[config.mk]
export PLATFORM = sky130hd
export DESIGN_NAME = temp_adc_sampler
export DESIGN_NICKNAME = d
export VERILOG_FILES = /design/src/rtl/temp_adc_sampler.sv
export SDC_FILE = /design/constraint.sdc
export NUM_CORES = 1
export LEC_CHECK = 0
export CAP_MARGIN = 20
export CORE_MARGIN = 5
export CORE_UTILIZATION = 50
export CTS_CLUSTER_SIZE = 14
export DETAILED_ROUTE_END_ITERATION = 7
export PLACE_DENSITY = 0.8
export SLEW_MARGIN = 20
export SYNTH_ARGS = -nofsm -noshare
export SYNTH_HDL_FRONTEND = slang
export SYNTH_SLANG_ARGS = --single-unit
export TNS_END_PERCENT = 1
[constraint.sdc]
create_clock -name clk -period 3.2 [get_ports clk]
set_input_delay 0.64 -clock clk [delete_from_list [all_inputs] [get_ports clk]]
set_output_delay 0.64 -clock clk [all_outputs]
set_load 0.01 [all_outputs]
[src/rtl/temp_adc_sampler.sv]
// temp_adc_sampler: periodic serial 10-bit ADC reader with moving-average window.
// Ports: clk, rst (async active-low), enable, adc_cs_n/adc_sclk/adc_miso (ADC link),
//   temp_data/temp_valid (averaged output + strobe), frame_err, spike, busy.
// Optional: define TEMP_SPIKE_REJECT_EN to drop post-warm-up samples that jump
//   more than SPIKE_LIMIT from temp_data (spike strobe instead of temp_valid).
module temp_adc_sampler #(
  parameter int CLK_DIV       = 4,
  parameter int SAMPLE_PERIOD = 1000,
  parameter int AVG_LOG2      = 2,
  parameter int SPIKE_LIMIT   = 100
) (
  input  logic       clk,
  input  logic       rst,
  input  logic       enable,
  output logic       adc_cs_n,
  output logic       adc_sclk,
  input  logic       adc_miso,
  output logic [9:0] temp_data,
  output logic       temp_valid,
  output logic       frame_err,
  output logic       spike,
  output logic       busy
);

  localparam int DEPTH = 1 << AVG_LOG2;
  localparam int SW    = 10 + AVG_LOG2;
  localparam int PW    = (SAMPLE_PERIOD > 1) ? $clog2(SAMPLE_PERIOD) : 1;
  localparam int DW    = (CLK_DIV > 1) ? $clog2(CLK_DIV) : 1;
  localparam int AW    = (AVG_LOG2 > 0) ? AVG_LOG2 : 1;
  localparam int FW    = AVG_LOG2 + 1;

  localparam logic [PW-1:0] PER_LAST = PW'(SAMPLE_PERIOD - 1);
  localparam logic [DW-1:0] DIV_LAST = DW'(CLK_DIV - 1);
  localparam logic [AW-1:0] WP_LAST  = AW'(DEPTH - 1);
  localparam logic [FW-1:0] FILL_MAX = FW'(DEPTH);
  localparam logic [FW-1:0] FILL_PRE = FW'(DEPTH - 1);

`ifdef TEMP_SPIKE_REJECT_EN
  localparam bit SPIKE_EN = 1'b1;
`else
  localparam bit SPIKE_EN = 1'b0;
`endif

  typedef enum logic [2:0] {
    IDLE,
    SETUP,
    SHIFT,
    FINISH,
    ACCUM
  } state_t;

  state_t        state;
  logic [PW-1:0] per_cnt;
  logic [DW-1:0] div;
  logic [3:0]    bit_cnt;
  logic [11:0]   sh;
  logic [9:0]    win [DEPTH];
  logic [AW-1:0] wp;
  logic [FW-1:0] fill;
  logic [SW-1:0] sum;

  logic [9:0]        raw;
  logic [9:0]        oldest;
  logic              null_ok;
  logic              full;
  logic [SW:0]       sum_ext;
  logic [SW-1:0]     sum_nxt;
  logic signed [10:0] diff;
  logic [10:0]       mag;
  logic              is_spike;

  assign raw     = sh[9:0];
  assign null_ok = (sh[11:10] == 2'b00);
  assign oldest  = win[wp];
  assign full    = (fill == FILL_MAX);

  // Oldest slot is zero during warm-up, so sum is always the window total.
  assign sum_ext = {1'b0, sum}
                 + {{(SW-9){1'b0}}, raw}
                 - {{(SW-9){1'b0}}, oldest};
  assign sum_nxt = sum_ext[SW-1:0];

  assign diff     = $signed({1'b0, raw}) - $signed({1'b0, temp_data});
  assign mag      = diff[10] ? 11'(-diff) : 11'(diff);
  assign is_spike = SPIKE_EN && full && (mag > 11'(SPIKE_LIMIT));

  always_ff @(posedge clk or negedge rst) begin
    if (!rst) begin
      state      <= IDLE;
      per_cnt    <= '0;
      div        <= '0;
      bit_cnt    <= '0;
      sh         <= '0;
      wp         <= '0;
      fill       <= '0;
      sum        <= '0;
      adc_cs_n   <= 1'b1;
      adc_sclk   <= 1'b0;
      temp_data  <= '0;
      temp_valid <= 1'b0;
      frame_err  <= 1'b0;
      spike      <= 1'b0;
      busy       <= 1'b0;
      for (int i = 0; i < DEPTH; i++) win[i] <= '0;
    end else begin
      temp_valid <= 1'b0;
      frame_err  <= 1'b0;
      spike      <= 1'b0;

      if (!enable || per_cnt == PER_LAST) per_cnt <= '0;
      else per_cnt <= per_cnt + 1'b1;

      unique case (state)
        IDLE: begin
          if (enable && per_cnt == PER_LAST) begin
            state    <= SETUP;
            adc_cs_n <= 1'b0;
            busy     <= 1'b1;
            div      <= '0;
          end
        end
        SETUP: begin
          if (div == DIV_LAST) begin
            div      <= '0;
            bit_cnt  <= '0;
            adc_sclk <= 1'b1;
            sh       <= {sh[10:0], adc_miso};
            state    <= SHIFT;
          end else begin
            div <= div + 1'b1;
          end
        end
        SHIFT: begin
          if (div != DIV_LAST) begin
            div <= div + 1'b1;
          end else begin
            div <= '0;
            if (adc_sclk) begin
              adc_sclk <= 1'b0;
            end else if (bit_cnt == 4'd11) begin
              adc_cs_n <= 1'b1;
              state    <= FINISH;
            end else begin
              adc_sclk <= 1'b1;
              sh       <= {sh[10:0], adc_miso};
              bit_cnt  <= bit_cnt + 1'b1;
            end
          end
        end
        FINISH: state <= ACCUM;
        ACCUM: begin
          state <= IDLE;
          busy  <= 1'b0;
          if (!null_ok) begin
            frame_err <= 1'b1;
          end else if (is_spike) begin
            spike <= 1'b1;
          end else begin
            win[wp] <= raw;
            wp      <= (wp == WP_LAST) ? '0 : wp + 1'b1;
            sum     <= sum_nxt;
            if (!full) fill <= fill + 1'b1;
            if (fill >= FILL_PRE) begin
              temp_data  <= sum_nxt[SW-1:AVG_LOG2];
              temp_valid <= 1'b1;
            end
          end
        end
        default: state <= IDLE;
      endcase
    end
  end

endmodule

==> results of run 1 <==
[final cells by class]
| cell class | count | area, um^2 |
|---|---|---|
| flip-flops and latches | 103 | 2580 |
| clock buffers | 9 | 124 |
| clock inverters | 7 | 65.1 |
| fillers | 848 | 4280 |
| well taps | 136 | 170 |
| repair buffers | 37 | 345 |
| multi-input cells | 344 | 2560 |
| inverters | 51 | 191 |
[logic make-up after synthesis]
kind of cell | after synthesis
simple gates | 152
compound gates | 109
flops | 103
buf+inv | 71
fa+ha+maj | 32
mux | 31
xor+xnor | 19
other cells | 1
[registers in the layout (all words and copies together), names as in the netlist]
signal and cells:
temp_data 10, per_cnt 10, div 2, fill 3
busy 1, adc_sclk 1, sum 12, adc_cs_n 1
state 3, frame_err 1, sh 12, win 40
temp_valid 1, wp 2, bit_cnt 4
[worst reg2reg max path: stages, from the launching register on]
cell	delay (ns)
dfrtp_2	0.40
buf_4	0.16
mux4_2	0.52
fa_1	0.49
inv_1	0.07
ha_4	0.28
o21ai_0	0.08
nor2_1	0.27
buf_4	0.18
o21a_1	0.15
nor2_2	0.05
xnor2_1	0.15
mux2_2	0.28
[power groups by stage]
stage	Sequential [mW]	Combinational [mW]	Clock, mW
5_1_grt	1.31	0.182	0.852
2_1_floorplan	1.34	0.0733	0
4_1_cts	1.31	0.137	0.803
3_5_place_dp	1.34	0.136	0
3_3_place_gp	1.34	0.129	0
6_report	1.31	0.163	0.786
[metal layers]
metal | wire [um] | vias to the layer above
met2 | 5250 | 101
met1 | 4490 | 1915
met5 | 0 | -
met3 | 447 | 23
met4 | 288 | 0
li1 | - | 1794
[placed cells by master, fill, tap and decap left out, types with 9 or more instances in the layout]
| master | netlist | layout |
|---|---|---|
| ha_1 | 22 | 16 |
| o21ai_0 | 70 | 66 |
| inv_1 | 50 | 49 |
| nor2_1 | 26 | 25 |
| mux2_2 | 17 | 17 |
| clkdlybuf4s50_1 | 0 | 17 |
| xnor2_1 | 12 | 12 |
| nand2_1 | 74 | 74 |
| clkbuf_8 | 0 | 9 |
| nand3_1 | 13 | 12 |
| mux4_2 | 10 | 10 |
| fa_1 | 10 | 9 |
| buf_4 | 4 | 18 |
| a21oi_1 | 16 | 11 |
| dfrtp_1 | 102 | 100 |
[per-stage QoR]
stage	utilization (%)	cell area, um^2
global route	58.5	6040
global placement	55.1	5690
finish	58.5	6040
floorplan	-	5320
CTS	57.2	5900
detailed placement	55.1	5690
[worst min-delay path by stage]
stage / start / slack, ns / to
floorplan: rst / 0.34 / adc_sclk$_DFFE_PN0P_
detailed placement: per_cnt[0]$_DFF_PN0_ / 0.46 / per_cnt[0]$_DFF_PN0_
finish: rst / 0.28 / temp_data[1]$_DFFE_PN0P_
global route: rst / 0.32 / sum[3]$_DFFE_PN0P_
global placement: per_cnt[0]$_DFF_PN0_ / 0.45 / per_cnt[0]$_DFF_PN0_
CTS: rst / 0.29 / win[2]$_DFFE_PN0P_
[timing repair]
action / in CTS / in global routing
resized for setup: 2 / 25
setup buffers: 2 / 1
cloned: 0 / 0
pin swaps: 0 / 10
setup endpoints to repair: 10 / 14
==> metrics.txt, run 1 <==
I/O Buffers=18; number of hold buffers added after CTS=0; Worst-Skew Late Latency=0.37 ns; mux contribution to synthesized area=8.60%; asr flop ratio synth=100%; Place WS=-0.0948 ns; Die ar.=12800 um^2; crit path kind=reg -> reg; Post-Synth Adder-Cell Area=8.95%; CP Capture Type=register; reg-to-reg endpoint=sum[5]$_DFFE_PN0P_; Num CTS Buffers=9; initial core utilization=51.4%; fmax=312 MHz; Synth Flop Type=dfrtp_1; CTS tree=built; gp weighted congestion=0.845; post-synth top area share=48.1%; H-Tree Depth=3; top-count cell post-synth=dfrtp_1; Slew HR=55.4%; met2 usage=28.0%; gr busiest metal=met2; r2r worst-path depth=12; most frequent cells after synthesis=dfrtp_1, nand2_1, o21ai_0; Hold/Removal Path Class=in -> async; hpwl dp=7.11 mm; number of nets in the layout=582; Clock Pin Slew Worst Setup and Hold Paths=0.10 ns; ranking of synthesized cells by area=dfrtp_1, o21ai_0, nand2_1, ha_1, mux4_2; switching share of power=26.0%; CTS max path bufs=2; failing checks=setup timing; Placed Cells incl. Taps=668; DRC=0; Reg power frac=58.1%; synth unique cells=52; minimum clock period=3.20 ns; Critical Path AT=3.45 ns; number of synthesized flops with an enable pin=0; Worst setup SP type=register; Mapped Cells=518; Max VDD drop=0.287 mV; leading area contributor after synthesis=dfrtp_1; clock power share=34.7%; Routed wire per std cell=15.2 um; number of cells on the critical path=12; Sw Pwr=0.589 mW; Max Slew Vio Count=0; Max stage delay cell, worst path=mux4_2; Net Count, Synth=554; vias per inst=5.58; worst slew pin tran=0.667 ns; power per cell area=374 nW/um^2; M3 GR Usage=3.32%; Iteration-0 DRC Markers=198; CP Launch Point=wp[0]$_DFFE_PN0P_; Synth Area in XOR/XNOR=3.13%; Bufs and invs on worst path=3; R2R Setup Slk=-0.0003 ns; Synthesis Warnings=0; first-pass GRT wire length=17.7 mm; IO Pins=20; Comb pwr share=7.2%; Post-DRT Antenna Nets=0; overflow left after global routing=0; CP top delay family=multiplexers; via count=3833; Seq/Total Area, Yosys=48.6%; largest net degree at the start of global routing=55; status=finished, violations left; DR pass1 iterations=4; Cell Chain, Critical Path=buf_4 > mux4_2 > fa_1 > inv_1 > ha_4 > o21ai_0 > nor2_1 > buf_4 > o21a_1 > nor2_2 > xnor2_1 > mux2_2; Hold Violations, Final=0; cell row count=37; compound-gate portion of the synthesized area=11.4%; most used cell, CP=buf_4; Mapped Area=5310 um^2; reg-to-reg startpoint=wp[0]$_DFFE_PN0P_; syn_area_per_cell=10.3 um^2; diode count=0; root buffer cell=clkbuf_8; setup ws final=-0.000253 ns; Crit path largest cell delay=0.52 ns; Simple-Gate Fraction of Synth Area=13.7%; Hold Slack=0.279 ns; share of cells above drive strength 1=17.8%; MaxCap Viol Count=0; initial antenna violation count=0; main combinational cell family by area after synthesis=simple AND/OR/NAND/NOR gates; clock sinks=103; Final Power=2.26 mW; Synth Register Bits=103; Core Region=10300 um^2; CP Capture Point=sum[5]$_DFFE_PN0P_; CP required=3.45 ns; Final Skew=0.0137 ns; area grow syn2layout=13.7%; Die Width=113 um; total track usage=16.8%; unrepaired setup endpoints after global routing=yes; Post-Route WL=10.5 mm; internal power=1.67 mW; met1 usage=21.8%; crit share post-route=100%; TNS Setup=-0.000253 ns; Final setup viols=1; Post-Layout Cell Count=687; die height=113 um; Crit Path Max Fanout=5; vias in the first global route=3893; Leak Pwr=2.77 nW
No activity file was read; power rests on OpenSTA's default activity.
==> run 2, diff against run 1 <==
--- a/config.mk
+++ b/config.mk
@@ -6,11 +6,13 @@
 export NUM_CORES = 1
 export LEC_CHECK = 0
 export CAP_MARGIN = 20
+export CELL_PAD_IN_SITES_DETAIL_PLACEMENT = 0
+export CELL_PAD_IN_SITES_GLOBAL_PLACEMENT = 1
 export CORE_MARGIN = 5
-export CORE_UTILIZATION = 50
+export CORE_UTILIZATION = 49
 export CTS_CLUSTER_SIZE = 14
 export DETAILED_ROUTE_END_ITERATION = 7
-export PLACE_DENSITY = 0.8
+export PLACE_DENSITY = 0.9
 export SLEW_MARGIN = 20
 export SYNTH_ARGS = -nofsm -noshare
 export SYNTH_HDL_FRONTEND = slang
==> constraint.sdc (replaced) <==
create_clock -name clk -period 3.55 [get_ports clk]
set_input_delay 0.71 -clock clk [delete_from_list [all_inputs] [get_ports clk]]
set_output_delay 0.71 -clock clk [all_outputs]
set_load 0.01 [all_outputs]
==> metrics.txt, run 2 (same netlist as run 1, synthesis figures left out) <==
DRC=0 (unchanged); commonest non-fill, non-tap cells in the layout=dfrtp_1, nand2_1, o21ai_0; initial core utilization=49.4% (-2.0 points); commonest non-fill, non-tap cell in the layout=dfrtp_1; worst slew pin tran=0.837 ns (+0.171 ns); first-pass GRT wire length=17.0 mm (-3.7%); Leak Pwr=2.68 nW (-3.2%); die height=114 um (+0.92%); Max Slew Vio Count=0 (unchanged); clock sinks=103 (unchanged); Post-CTS Resized=0 (-2); area grow syn2layout=9.33%; cell row count=38 (+2.7%); fin area=5810 um^2 (-3.9%); DR pass1 iterations=4 (unchanged); MaxCap Viol Count=0 (unchanged); FILL cells=968 (+14%); Iteration-0 DRC Markers=138 (-30%); Most flops, register=win; Core Region=10700 um^2 (+4.1%); diode count=0 (unchanged); share of cells above drive strength 1=11.3% (-6.4 points); TNS Setup=0 ns (+0.000253 ns); Die ar.=13000 um^2 (+1.9%); Final setup viols=0 (-1); unrepaired setup endpoints after global routing=no; WL met2=4.68 mm (-11%); Final Skew=0.0147 ns (+0.00105 ns); CTS tree=built; hpwl dp=7.06 mm (-0.60%); Largest register FFs=40 (unchanged); gp weighted congestion=0.831 (-1.6%); DRT met1 WL=4.48 mm (-0.20%); Post-DRT Antenna Nets=0 (unchanged); Post-CTS Setup Repair Bufs=0 (-2); CP required=3.84 ns (+0.39 ns); Clock Pin Slew Worst Setup and Hold Paths=0.10 ns (about the same); power per cell area=337 nW/um^2 (-9.9%); Max VDD drop=0.182 mV (-37%); overflow left after global routing=0 (unchanged); r2r worst-path depth=10 (-2); CTS max path bufs=2 (unchanged); Worst setup SP type=register; Top Registers=win: 40 flops, sh: 12 flops, sum: 12 flops; I/O Buffers=18 (unchanged); H-Tree Depth=3 (unchanged); vias in the first global route=3695 (-5.1%); reg-to-reg endpoint=sum[8]$_DFFE_PN0P_; Placed Cells incl. Taps=663 (-0.75%); Critical Path AT=3.65 ns (+0.20 ns); Routed wire per std cell=14.0 um (-8.4%); vias per inst=5.28 (-5.4%); number of nets in the layout=570 (-2.1%); total track usage=15.8% (-1.0 points); status=finished, final reports clean; Num CTS Buffers=9 (unchanged); Placed Area=5640 um^2 (-0.90%); Die Width=114 um (+0.92%); largest net degree at the start of global routing=65 (+18%); minimum clock period=3.35 ns (+0.154 ns); reg-to-reg startpoint=wp[1]$_DFFE_PN0P_; Post-Route WL=9.46 mm (-9.6%); root buffer cell=clkbuf_8; CP Capture Type=register; Slew HR=44.2% (-11 points); Worst-Skew Late Latency=0.36 ns (about the same); Hold Violations, Final=0 (unchanged); Met3 Wirelength=221 um (-51%); Post-Layout Cell Count=678 (-1.3%); Crit Path Max Fanout=13 (+8); crit path kind=reg -> reg; highest routed layer=met4; fin util=54.0% (-4.5 points); IO Pins=20 (unchanged); initial antenna violation count=0 (unchanged); via count=3578 (-6.7%); crit share post-route=94.5% (-5.5 points); R2R Setup Slk=0.20 ns (+0.20 ns); Hold/Removal Path Class=in -> async; number of hold buffers added after CTS=0 (unchanged); fmax=298 MHz (-4.6%)
-- run 2: final cells by class --
class                   count  area [um^2]  area share, %
flip-flops and latches    103         2580           44.4
clock buffers              10          128           2.20
repair buffers             25          255           4.40
multi-input cells         344         2430           41.9
well taps                 140          175           3.02
inverters                  51          191           3.30
clock inverters             5         42.5          0.733
-- run 2: metrics by stage --
stage | hold slack, ns | power [mW] | setup slack (ns)
detailed placement | 0.462 | 1.32 | 0.214
global route | 0.496 | 2.05 | 0.00924
floorplan | 0.414 | 1.27 | 0.111
CTS | 0.476 | 1.99 | 0.192
finish | 0.457 | 1.96 | 0.196
global placement | 0.448 | 1.32 | 0.319
-- run 2: worst max path at each step --
stage | startpoint | endpoint | slack (ns) | depth (start not counted)
2_1_floorplan | wp[0]$_DFFE_PN0P_ | temp_data[7]$_DFFE_PN0P_ | 0.11 | 11
3_3_place_gp | wp[0]$_DFFE_PN0P_ | sum[8]$_DFFE_PN0P_ | 0.32 | 10
3_5_place_dp | wp[0]$_DFFE_PN0P_ | sum[8]$_DFFE_PN0P_ | 0.21 | 10
4_1_cts | wp[0]$_DFFE_PN0P_ | sum[8]$_DFFE_PN0P_ | 0.19 | 10
5_1_grt | wp[1]$_DFFE_PN0P_ | sum[8]$_DFFE_PN0P_ | 0.009 | 10
6_report | wp[1]$_DFFE_PN0P_ | sum[8]$_DFFE_PN0P_ | 0.20 | 10
-- run 2: worst max-delay path: stages (launching register included) --
cell	delay [ns]
dfrtp_1	0.69
mux4_2	0.40
fa_1	0.49
inv_1	0.05
ha_1	0.34
a21o_1	0.15
a21oi_2	0.06
o21ai_0	0.24
a21oi_1	0.17
or4b_2	0.63
nand3_1	0.08
-- run 2: routing by layer --
metal | vias up | track usage [%]
met5 | - | 0
met4 | 0 | 3.17
met3 | 11 | 2.59
met2 | 45 | 27.9
met1 | 1748 | 20.7
li1 | 1774 | -
-- run 2: power by group --
group | switching, mW | internal (mW)
clock network | 0.402 | 0.259
logic | 0.0728 | 0.0416
registers | 0.00502 | 1.18
==> run 3, diff against run 2 <==
--- a/config.mk
+++ b/config.mk
@@ -12,6 +12,7 @@
 export CORE_UTILIZATION = 49
 export CTS_CLUSTER_SIZE = 14
 export DETAILED_ROUTE_END_ITERATION = 7
+export GPL_TIMING_DRIVEN = 0
 export PLACE_DENSITY = 0.9
 export SLEW_MARGIN = 20
 export SYNTH_ARGS = -nofsm -noshare
==> metrics.txt, run 3 (same netlist as run 1, synthesis figures left out) <==
Die ar.=13000 um^2 (unchanged); root buffer cell=clkbuf_8; MaxCap Viol Count=0 (unchanged); fmax=299 MHz (+0.12%); vias in the first global route=3766 (+1.9%); largest net degree at the start of global routing=74 (+14%); clock sinks=103 (unchanged); Final Skew=0.00811 ns (-0.00662 ns); number of hold buffers added after CTS=0 (unchanged); CP required=3.86 ns (+0.02 ns); Post-Route WL=9.84 mm (+4.0%); minimum clock period=3.35 ns (-0.00413 ns); Iteration-0 DRC Markers=208 (+51%); I/O Buffers=18 (unchanged); worst slew pin tran=0.513 ns (-0.324 ns); Hold Slack=0.208 ns (-0.249 ns); vias per inst=5.27 (about the same); crit path kind=reg -> reg; Max VDD drop=0.257 mV (+42%); total track usage=16.5% (+0.69 points); gp weighted congestion=0.864 (+3.9%); initial antenna violation count=0 (unchanged); Post-DRT Antenna Nets=0 (unchanged); first-pass GRT wire length=17.5 mm (+2.5%); Die Width=114 um (unchanged); Critical Path AT=3.66 ns (about the same); power per cell area=338 nW/um^2 (+0.14%); Leak Pwr=2.76 nW (+2.9%); overflow left after global routing=0 (unchanged); diode count=0 (unchanged); Num CTS Buffers=9 (unchanged); Most flops, register=win; unrepaired setup endpoints after global routing=no; H-Tree Depth=3 (unchanged); Largest register FFs=40 (unchanged); hpwl dp=7.31 mm (+3.5%); die height=114 um (unchanged); reg-to-reg endpoint=sum[8]$_DFFE_PN0P_; IO Pins=20 (unchanged); crit share post-route=94.4% (-0.12 points); status=finished, final reports clean; commonest non-fill, non-tap cell in the layout=dfrtp_1; TNS Setup=0 ns (unchanged); Top Registers=win: 40 flops, sh: 12 flops, sum: 12 flops; DR pass1 iterations=4 (unchanged); Final Power=2.01 mW (+2.5%); initial core utilization=49.4% (unchanged); Worst setup SP type=register; Max Slew Vio Count=0 (unchanged); area grow syn2layout=11.9%; CTS tree=built; Final setup viols=0 (unchanged); commonest non-fill, non-tap cells in the layout=dfrtp_1, nand2_1, o21ai_0; Worst-Skew Late Latency=0.37 ns (about the same); number of nets in the layout=589 (+3.3%); Crit Path Max Fanout=10 (-3); Hold/Removal Path Class=in -> async; Slew HR=65.8% (+22 points); Routed wire per std cell=14.1 um (+0.98%); DRC=0 (unchanged); r2r worst-path depth=12 (+2); CP Capture Type=register; Core Region=10700 um^2 (unchanged); reg-to-reg startpoint=wp[0]$_DFFE_PN0P_; Hold Violations, Final=0 (unchanged); R2R Setup Slk=0.20 ns (about the same); share of cells above drive strength 1=14.0% (+2.6 points); cell row count=38 (unchanged); via count=3680 (+2.9%); Clock Pin Slew Worst Setup and Hold Paths=0.10 ns (about the same); CTS max path bufs=2 (unchanged)
## run 3: changes by cell type in the layout (fill, tap and decap cells not counted), sizes merged
cell,change
buf,+7
clkbuf,+12
clkinvlp,+1
## run 3: per-layer routing
metal | global-route usage [%] | wire length (um) | up-vias
li1 | - | - | 1816
met1 | 21.3 | 4500 | 1796
met2 | 28.0 | 4890 | 56
met3 | 3.75 | 326 | 12
met4 | 4.75 | 115 | 0
met5 | 0 | 0 | -
## run 3: what timing repair did
action,in CTS,in global routing
gates resized for setup,6,3
setup buffers,0,5
setup endpoints to repair,12,9
pin swaps,0,2
## run 3: layout make-up
class / instances / area (um^2)
Sequential cell: 103 / 2580
Inverter: 51 / 191
Clock inverter: 6 / 52.6
Timing Repair Buffer: 24 / 246
Multi-Input combinational cell: 344 / 2450
Clock buffer: 10 / 138
Fill cell: 964 / 4800
Tap cell: 140 / 175
Buffer: 20 / 114
## run 3: worst max path at each step
stage                               endpoint  slack [ns]              start
floorplan           temp_data[7]$_DFFE_PN0P_        0.11  wp[0]$_DFFE_PN0P_
global placement          div[0]$_DFFE_PN0P_       -2.04                rst
detailed placement        sum[9]$_DFFE_PN0P_       -0.51  wp[0]$_DFFE_PN0P_
CTS                 temp_data[6]$_DFFE_PN0P_       0.006  wp[0]$_DFFE_PN0P_
global route        temp_data[6]$_DFFE_PN0P_        0.03  wp[0]$_DFFE_PN0P_
finish                    sum[8]$_DFFE_PN0P_        0.20  wp[0]$_DFFE_PN0P_
## run 3: critical path: stages, from the launching register on
cell and delay, ns:
dfrtp_2 0.42, buf_6 0.18, mux4_2 0.55, fa_1 0.50, inv_1 0.07, fa_1 0.47, a21o_1 0.21, a21oi_2 0.22
o21ai_2 0.11, a21oi_2 0.21, buf_4 0.14, nand4b_1 0.10, nand3_1 0.12
## run 3: stage by stage
stage | util [%] | instance area [um^2] | setup slack, ns | std cells
final | 55.3 | 5940 | 0.200 | 698
after global routing | 55.3 | 5940 | 0.0309 | 698
after CTS | 54.9 | 5890 | 0.00594 | 693
after detailed placement | 53.0 | 5700 | -0.513 | 677
after global placement | 52.7 | 5670 | -2.04 | 676
after floorplan | - | 5310 | 0.111 | 518
## run 3: power by group
part | internal, mW | switching [mW] | total [mW]
Combinational | 0.0451 | 0.0763 | 0.121
Sequential | 1.18 | 0.00483 | 1.18
Clock | 0.284 | 0.419 | 0.703
Total | 1.51 | 0.500 | 2.01
